## src/rtl/bcmac_pkg.sv

```systemverilog
// rtl/bcmac_pkg.sv - shared widths and FSM state type for the dot-product accumulator
package bcmac_pkg;

  localparam int LANES  = 5;
  localparam int LANE_W = 4;
  localparam int WORD_W = 20;
  localparam int PROD_W = 8;
  localparam int SUM_W  = 11;

  typedef enum logic [1:0] {
    IDLE = 2'd0,
    RUN  = 2'd1,
    OUT  = 2'd2
  } state_t;

endpackage

```

## src/rtl/bcmac_dot5_acc_if.sv

```systemverilog
// rtl/bcmac_dot5_acc_if.sv - register-file pop port and result valid/ready port
interface bcmac_dot5_acc_if #(
  parameter int OUT_W = 24
);
  import bcmac_pkg::*;

  logic              rf_empty;
  logic              r_en;
  logic [WORD_W-1:0] r_data;
  logic              out_valid;
  logic              out_ready;
  logic [OUT_W-1:0]  out_data;

  // accumulator side
  modport master (
    output r_en,
    output out_valid,
    output out_data,
    input  rf_empty,
    input  r_data,
    input  out_ready
  );

  // register file / result consumer side
  modport slave (
    input  r_en,
    input  out_valid,
    input  out_data,
    output rf_empty,
    output r_data,
    output out_ready
  );

endinterface

```

## src/rtl/bcmac_dot5_b4.sv

```systemverilog
// rtl/bcmac_dot5_b4.sv - five-lane 4x4 unsigned multiply with summing tree
module bcmac_dot5_b4
  import bcmac_pkg::*;
(
  input  logic [WORD_W-1:0] data,
  input  logic [WORD_W-1:0] weight,
  output logic [SUM_W-1:0]  sum
);

  logic [PROD_W-1:0] prod [LANES];

  // per-lane products, operands widened first so the product keeps all 8 bits
  always_comb begin
    for (int i = 0; i < LANES; i++) begin
      prod[i] = PROD_W'(data[i*LANE_W +: LANE_W]) * PROD_W'(weight[i*LANE_W +: LANE_W]);
    end
  end

  // lane sum; 5 * 225 = 1125 fits in 11 bits
  always_comb begin
    sum = '0;
    for (int i = 0; i < LANES; i++) begin
      sum = sum + SUM_W'(prod[i]);
    end
  end

endmodule

```

## src/rtl/bcmac_dot5_acc.sv

```systemverilog
// rtl/bcmac_dot5_acc.sv - pops ACC_LEN words, accumulates weighted lane sums, presents result
module bcmac_dot5_acc
  import bcmac_pkg::*;
#(
  parameter int ACC_LEN = 8,
  parameter int OUT_W   = 24
) (
  input  logic              clk_r,
  input  logic              rst_n,
  input  logic              start,
  input  logic              w_load,
  input  logic [WORD_W-1:0] w_vec,
  output logic              busy,
  bcmac_dot5_acc_if.master  bus
);

  localparam int CNT_W = $clog2(ACC_LEN + 1);
  localparam logic [CNT_W-1:0] LEN_C = CNT_W'(ACC_LEN);

  generate
    if (ACC_LEN < 2 || ACC_LEN > 256) begin : g_bad_acc_len
      $error("bcmac_dot5_acc: ACC_LEN must be in 2..256");
    end
    if (OUT_W < SUM_W + $clog2(ACC_LEN)) begin : g_bad_out_w
      $error("bcmac_dot5_acc: OUT_W too narrow for ACC_LEN lane sums");
    end
  endgenerate

  state_t            state;
  logic [CNT_W-1:0]  issue_cnt;
  logic [CNT_W-1:0]  recv_cnt;
  logic              rd_pend;
  logic [WORD_W-1:0] weights;
  logic [OUT_W-1:0]  acc;
  logic [OUT_W-1:0]  out_data_q;
  logic              out_valid_q;
  logic              r_en;
  logic [SUM_W-1:0]  lane_sum;

  bcmac_dot5_b4 u_dot (
    .data   (bus.r_data),
    .weight (weights),
    .sum    (lane_sum)
  );

  // pop whenever running, data available and not all words issued yet
  assign r_en          = (state == RUN) & ~bus.rf_empty & (issue_cnt < LEN_C);
  assign bus.r_en      = r_en;
  assign bus.out_valid = out_valid_q;
  assign bus.out_data  = out_data_q;
  assign busy          = (state != IDLE);

  // control FSM with counters, weight register, accumulator and registered result
  always_ff @(posedge clk_r) begin
    if (!rst_n) begin
      state       <= IDLE;
      issue_cnt   <= '0;
      recv_cnt    <= '0;
      rd_pend     <= 1'b0;
      weights     <= '0;
      acc         <= '0;
      out_data_q  <= '0;
      out_valid_q <= 1'b0;
    end else begin
      case (state)
        IDLE: begin
          if (w_load) begin
            weights <= w_vec;
          end
          if (start) begin
            state     <= RUN;
            acc       <= '0;
            issue_cnt <= '0;
            recv_cnt  <= '0;
            rd_pend   <= 1'b0;
          end
        end
        RUN: begin
          if (r_en) begin
            issue_cnt <= issue_cnt + 1'b1;
          end
          rd_pend <= r_en;
          if (rd_pend) begin
            acc      <= acc + OUT_W'(lane_sum);
            recv_cnt <= recv_cnt + 1'b1;
          end
          // nothing is in flight once all words are received, so acc is final
          if (recv_cnt == LEN_C) begin
            state       <= OUT;
            out_valid_q <= 1'b1;
            out_data_q  <= acc;
          end
        end
        OUT: begin
          if (bus.out_ready) begin
            out_valid_q <= 1'b0;
            state       <= IDLE;
          end
        end
        default: begin
          state <= IDLE;
        end
      endcase
    end
  end

endmodule

```

## src/flat_wrapper.sv

```systemverilog
// flat-port wrapper written by rule: the top's interface ports become plain ports
module bcmac_dot5_acc_flat import bcmac_pkg::*;
#(
  parameter int ACC_LEN = 8,
  parameter int OUT_W   = 24
)
  (clk_r, rst_n, start, w_load, w_vec, busy, bus_r_en, bus_out_valid, bus_out_data, bus_rf_empty, bus_r_data, bus_out_ready);
  bcmac_dot5_acc_if #(.OUT_W(OUT_W)) bus_i ();
  input  logic clk_r;
  input  logic rst_n;
  input  logic start;
  input  logic w_load;
  input  logic [WORD_W-1:0] w_vec;
  output logic busy;
  output wire logic [$bits(bus_i.r_en)-1:0] bus_r_en;
  output wire logic [$bits(bus_i.out_valid)-1:0] bus_out_valid;
  output wire logic [$bits(bus_i.out_data)-1:0] bus_out_data;
  input wire logic [$bits(bus_i.rf_empty)-1:0] bus_rf_empty;
  input wire logic [$bits(bus_i.r_data)-1:0] bus_r_data;
  input wire logic [$bits(bus_i.out_ready)-1:0] bus_out_ready;
  assign bus_r_en = bus_i.r_en;
  assign bus_out_valid = bus_i.out_valid;
  assign bus_out_data = bus_i.out_data;
  assign bus_i.rf_empty = bus_rf_empty;
  assign bus_i.r_data = bus_r_data;
  assign bus_i.out_ready = bus_out_ready;
  bcmac_dot5_acc #(.ACC_LEN(ACC_LEN), .OUT_W(OUT_W)) u_core (.clk_r(clk_r), .rst_n(rst_n), .start(start), .w_load(w_load), .w_vec(w_vec), .busy(busy), .bus(bus_i));
endmodule
```

## config.mk

```make
export PLATFORM = sky130hd
export DESIGN_NAME = bcmac_dot5_acc_flat
export DESIGN_NICKNAME = d
export VERILOG_FILES = /design/src/rtl/bcmac_pkg.sv /design/src/rtl/bcmac_dot5_acc_if.sv /design/src/rtl/bcmac_dot5_b4.sv /design/src/rtl/bcmac_dot5_acc.sv /design/src/flat_wrapper.sv
export SDC_FILE = /design/constraint.sdc
export NUM_CORES = 1
export LEC_CHECK = 0
export ABC_AREA = 1
export CORE_UTILIZATION = 58
export DETAILED_ROUTE_END_ITERATION = 7
export PLACE_DENSITY_LB_ADDON = 0.3
export SKIP_CTS_REPAIR_TIMING = 1
export SLEW_MARGIN = 10
export SYNTH_ARGS = -nofsm -noshare
export SYNTH_HDL_FRONTEND = slang
export SYNTH_HIERARCHICAL = 1
export SYNTH_SLANG_ARGS = --single-unit
```

## constraint.sdc

```tcl
create_clock -name clk_r -period 7.9 [get_ports clk_r]
set_input_delay 1.58 -clock clk_r [delete_from_list [all_inputs] [get_ports clk_r]]
set_output_delay 1.58 -clock clk_r [all_outputs]
set_load 0.02 [all_outputs]
```

==> results.ini, run 1 <==
[synth]
yosysTopAreaCell = dfxtp_1
synth.distinct_cells = 33
synth_top_family_by_area = adder cells
ys_seq_area_share_pct = 23.6
synth_nets = 1120
synth.most_common_cell = inv_1
synth_top_area_share_pct = 23.6
synth_area_per_cell_um2 = 7.15
syn_area_um2 = 6780
synth-xor-area-share_pct = 0.388
synth_warnings = 6
synth_common_cells = 225 x inv_1, 204 x nand2_1, 106 x nor2_1
synth_fa_ha_area_share_pct = 30.2
synth_edf_count = 0
synth-seq-cells = 80
synth_compound_area_share_pct = 8.49
synth-simple-area-share_pct = 23.2
synth-main-ff-cell = dfxtp_1
ys_async_sr_fraction_pct = 0
syn_inst = 948
synth.area.mux_share_pct = 0
netlist_top_cells_area = dfxtp_1 24%, fa_1 19%, inv_1 12%, ha_1 12%, nand2_1 11%

[route]
drt.antenna.violating_nets = 0
routedWlPerCell_um = 13.6
drcViolationCount = 0
vias = 6003
dr.first_iter.drc_count = 360
post_drt_via_cell_ratio = 5.02
dr.max_layer_used = met4
met3_length_um = 549
totalWireLength_mm = 16.3
wl_met2_mm = 8.63
met1_length_mm = 6.71
dr.pass1.iters = 4

[timing]
layout_setup_ws_ps = 220
min_period_ps = 7680
tightest_slew_ps = 708
clock_skew_ps = 8.20
slew_violations = 0
finalHoldViolCount = 0
fin_crit_sh_pct = 97.2
fmax_mhz = 130
grt_setup_unrepaired = yes
setup_tns_ps = 0
maxSlewHeadroom_pct = 52.7
setup_viol_count_final = 0

[final_layout]
drive_gt1_share_pct = 7.88
fin_nets = 1220
fill_cells = 936
layout.cells.non_filler = 1196
antenna_cells = 0
areaGrowthSynthToFinish_pct = 21.4
postLayoutCellArea_um2 = 8230

[floorplan]
rows = 39
die_width_um = 110
coreArea_um2 = 11400
dieArea_um2 = 12100
die_h_um = 110
start_util_pct = 59.4
io_pins = 73

[clocking]
cts.clk_slew.worst_paths_ps = 60
clockBufferDepth = 2
numClockSinks = 80
cts-buffers-inserted = 9
clkLatencyLatePin_ps = 350
cts_tree = built
root_buffer = clkbuf_16
htree_levels = 3

[pwr]
switching_share_pct = 43.5
p_comb_share_pct = 61.9
p_sw_uw = 959
pwr-share-clk_pct = 18.4
seq_power_share_pct = 19.7
finalPower_mw = 2.20
power_leakage_nw = 4.45
intPower_mw = 1.24
max-vdd-ir-drop_uv = 248
p_per_area_nw_per_um2 = 268

[worst_hold_path]
whs_path_depth = 2
min_from = u_core/recv_cnt[3]$_SDFFE_PN0P_
min_path_type = flip-flop to flip-flop
hold_path_end = u_core/recv_cnt[3]$_SDFFE_PN0P_

[global_route]
grt_max_degree = 50
grt_pass1_vias = 5723
grt_pass1_wl_mm = 25.6
antenna_found_initial = 0
grt_use_total_pct = 27.9
grt-ovfl-total = 0

[placed_design]
portBuffers = 72
dp_cells = 1180
placed_area_um2 = 7850
pre_cts_ws_ps = -256
gp_congestion = 0.913
dp_hpwl_mm = 12.4

[critical_path]
path_common_cell = nand2_1
reg2reg_from = u_core/weights[9]$_SDFFE_PN0P_
max_stage_delay_ps = 560
critPathSlowestCell = fa_1
crit_start = bus_r_data[17]
rrSetupSlack_ps = 1600
arrival_ps = 7960
worst_setup_path_end_kind = flip-flop
path_class = primary input to flip-flop
r2r-end = u_core/acc[15]$_SDFFE_PN0P_
ff2ff_path_depth = 26
critPathLaunchType = primary input
path_max_fanout = 5
worstPathRequired_ps = 8180

[flow_run]
maxCapViolCount = 0

[run_status]
status = complete, no violations

-- placed cells by master (no fill, tap or decap), drive strengths merged --
cell / n
inv: 230
nand2: 209
nor2: 112
dfxtp: 80
clkdlybuf4s50: 71
fa: 63
ha: 63
o21ai: 58
a21oi: 51
nand3: 40
buf: 35
clkbuf: 13
nand4: 6
nor3: 4
nand3b: 3
clkinvlp: 2
and2: 2
xnor2: 2
or2: 2
dlymetal6s2s: 1
a211oi: 1
nor4: 1
o21a: 1
a21o: 1
o21bai: 1
xor2: 1
-- layer usage --
layer	global-route usage (%)	vias to the layer above
li1	-	3059
met1	31.4	2804
met2	51.9	117
met3	5.17	23
met4	10.4	0
met5	0	-
-- logic make-up after synthesis --
group | Yosys count
AOI/OAI and AO/OA | 113
xor gates and xnor gates | 3
adders and majority gates | 126
buffers and inverters | 247
DFF | 80
and+or+nand+nor | 379
-- worst max-delay path by stage --
stage / end / slack, ps / depth (start not counted)
2_1_floorplan: u_core/acc[15]$_SDFFE_PN0P_ / 570 / 29
3_3_place_gp: u_core/acc[15]$_SDFFE_PN0P_ / -190 / 27
3_5_place_dp: u_core/acc[15]$_SDFFE_PN0P_ / -260 / 27
4_1_cts: u_core/acc[15]$_SDFFE_PN0P_ / 60 / 27
5_1_grt: u_core/acc[19]$_SDFFE_PN0P_ / -80 / 32
6_report: u_core/acc[16]$_SDFFE_PN0P_ / 220 / 30
-- power by group through the flow --
stage	clock, mW	sequential (mW)	combinational (mW)
final	0.406	0.434	1.36
after global routing	0.428	0.436	1.54
after detailed placement	0	0.443	1.23
after global placement	0	0.443	1.22
after floorplan	0	0.437	0.859
after CTS	0.411	0.434	1.27
-- critical path, delay by kind of cell --
| kind | cells | cell delay (ps) |
|---|---|---|
| buf+inv | 7 | 840 |
| simple gates | 14 | 1460 |
| fa+ha+maj | 9 | 4080 |
-- through the flow --
stage	hold WS, ps	utilization (%)
after floorplan	439	-
after global placement	451	68.7
after global routing	512	72.1
after detailed placement	456	68.7
final	468	72.1
after CTS	470	71.2
-- layout make-up --
| class | count | area (µm²) | area share (%) |
|---|---|---|---|
| Clock buffer | 13 | 260 | 3.16 |
| Clock inverter | 3 | 23.8 | 0.289 |
| Inverter | 229 | 860 | 10.4 |
| Multi-Input combinational cell | 621 | 4320 | 52.5 |
| Sequential cell | 80 | 1600 | 19.5 |
| Tap cell | 143 | 179 | 2.17 |
| Timing Repair Buffer | 107 | 986 | 12.0 |
-- flip-flops by register name, summed over array words and instances, names as in the netlist --
name	flops
u_core/acc	24
u_core/bus.out_data	24
u_core/bus.out_valid	1
u_core/issue_cnt	4
u_core/rd_pend	1
u_core/recv_cnt	4
u_core/state	2
u_core/weights	20
Note: power is estimated with default switching activity, not from simulation.
==> run 2, diff against run 1 <==
ABC_AREA = not set   (was 1)
PLACE_DENSITY = 0.92   (was not set)
PLACE_DENSITY_LB_ADDON = not set   (was 0.3)
==> run 2 against run 1 <==
Utilization rose by 2.5 points; design area fell by 1.4%; clock power fell by 23%; clock-buffer cell count fell by 3; flip-flop and latch count did not move; synthesized cell count fell by 20%; total power fell by 35%; sequential power fell by 2%; global-route usage rose by 1.4 points; area after synthesis fell by 4.2%; combinational power fell by 49%.
==> results.ini, run 2 <==
[floorplan]
rows = 38
die_h_um = 108
io_pins = 73
dieArea_um2 = 11600
start_util_pct = 59.7
coreArea_um2 = 10900
die_width_um = 108

[final_layout]
fill_cells = 704
fin_nets = 1048
postLayoutCellArea_um2 = 8120
register_area_um2 = 1600
drive_gt1_share_pct = 13.6
mostFrequentLayoutCells = 129 x nand2_1, 103 x inv_1, 80 x dfxtp_1
multi_input_area_um2 = 4560
antenna_cells = 0
final_common_cell = nand2_1
areaGrowthSynthToFinish_pct = 25.0

[clocking]
cts_tree = built
cts-buffers-inserted = 9
clkLatencyLatePin_ps = 360
cts.clk_slew.worst_paths_ps = 80
htree_levels = 3
clockBufferDepth = 2
numClockSinks = 80
root_buffer = clkbuf_8

[timing]
maxSlewHeadroom_pct = 31.0
fmax_mhz = 128
tightest_slew_ps = 1040
layout_setup_ws_ps = 65.5
setup_viol_count_final = 0
min_period_ps = 7830
finalHoldViolCount = 0
slew_violations = 0
clock_skew_ps = 8.32
fin_crit_sh_pct = 99.2

[route]
vias = 5811
post_drt_via_cell_ratio = 5.69
totalWireLength_mm = 17.6
dr.first_iter.drc_count = 319
routedWlPerCell_um = 17.3
dr.pass1.iters = 5
drt.antenna.violating_nets = 0
drcViolationCount = 0

[placed_design]
placed_area_um2 = 7650
dp_hpwl_mm = 12.5
pre_cts_ws_ps = -906
gp_congestion = 0.947
portBuffers = 72

[synth]
syn_area_um2 = 6500
synth_common_cells = 131 x nand2_1, 105 x inv_1, 80 x dfxtp_1
synth_edf_count = 0
synth-main-ff-cell = dfxtp_1
synth_nets = 934
synth-seq-cells = 80
synth_area_per_cell_um2 = 8.53
ys_async_sr_fraction_pct = 0
synth_top_area_share_pct = 24.6
synth_warnings = 6
syn_inst = 762
synth.distinct_cells = 52
ys_seq_area_share_pct = 24.6
synth.most_common_cell = nand2_1
netlist_top_cells_area = dfxtp_1 25%, fa_1 19%, ha_1 12%, nand2_1 7.6%, and2_1 6.4%
yosysTopAreaCell = dfxtp_1

[global_route]
grt_pass1_wl_mm = 26.5
antenna_found_initial = 0
grt_max_degree = 60
grt_use_total_pct = 29.2
grt-ovfl-total = 0
grt_pass1_vias = 5824

[critical_path]
path_max_fanout = 6
worstPathRequired_ps = 8130
reg2reg_from = u_core/weights[9]$_SDFFE_PN0P_
max_stage_delay_ps = 540
path_common_cell = fa_1
critPathLaunchType = primary input
worst_setup_path_end_kind = flip-flop
critPathSlowestCell = fa_1
rrSetupSlack_ps = 1070
arrival_ps = 8070
ff2ff_path_depth = 24
r2r-end = u_core/acc[19]$_SDFFE_PN0P_
path_class = primary input to flip-flop

[pwr]
power_leakage_nw = 3.76
finalPower_mw = 1.43
p_per_area_nw_per_um2 = 176
max-vdd-ir-drop_uv = 135

[worst_hold_path]
hold_path_end = u_core/bus.out_data[7]$_SDFFE_PN0P_
min_from = u_core/bus.out_data[7]$_SDFFE_PN0P_
whs_path_depth = 2
min_path_type = flip-flop to flip-flop

[flow_run]
maxCapViolCount = 0

[run_status]
status = complete, no violations

==> run 2: through the flow <==
stage / instances / util, % / setup TNS [ps] / hold WS (ps)
after floorplan: 762 / - / 0 / 434
after global placement: 998 / 70.3 / -9980 / 443
after detailed placement: 998 / 70.3 / -13650 / 449
after CTS: 1014 / 72.2 / -7910 / 462
after global routing: 1021 / 74.6 / -611 / 485
final: 1021 / 74.6 / 0 / 459
==> run 2: where the power goes <==
group / switching (mW) / internal (mW)
logic: 0.360 / 0.331
registers: 0.0125 / 0.412
clock network: 0.158 / 0.156
==> run 2: worst max-delay path: cells and delay by family <==
family / cells / cell delay (ps)
simple gates: 4 / 440
compound gates: 5 / 1040
fa+ha+maj: 9 / 4170
buf+inv: 6 / 510
xor+xnor: 2 / 320
==> run 2: area by class of cell <==
class,count,share of cell area [%]
Inverter,106,4.90
Timing Repair Buffer,126,14.5
Multi-Input combinational cell,553,56.2
Tap cell,140,2.16
Clock buffer,10,1.70
Clock inverter,6,0.832
Sequential cell,80,19.7
==> run 2: layer usage <==
metal	vias up	part of all wire, %	GRT usage, %
met2	232	52	52.2
met5	-	0	0
li1	2692	-	-
met1	2826	39	34.4
met3	61	5.1	4.90
met4	0	3.8	12.4
==> run 2: how the worst max path moves through the flow <==
stage | start | end | depth (start not counted)
floorplan | bus_r_data[7] | u_core/acc[19]$_SDFFE_PN0P_ | 24
global placement | bus_r_data[7] | u_core/acc[23]$_SDFFE_PN0P_ | 25
detailed placement | bus_r_data[7] | u_core/acc[23]$_SDFFE_PN0P_ | 25
CTS | bus_r_data[7] | u_core/acc[23]$_SDFFE_PN0P_ | 25
global route | bus_r_data[16] | u_core/acc[19]$_SDFFE_PN0P_ | 26
finish | bus_r_data[16] | u_core/acc[19]$_SDFFE_PN0P_ | 26
==> run 2: cell families (layout without fill, tap and decap cells) <==
logic type	after synthesis	count (layout)	synth area share [%]
mux	4	4	0.616
flops	80	80	24.6
xor+xnor	23	23	3.10
compound gates	123	123	12.1
simple gates	277	277	20.2
fa+ha+maj	126	126	31.5
buf+inv	129	248	7.74
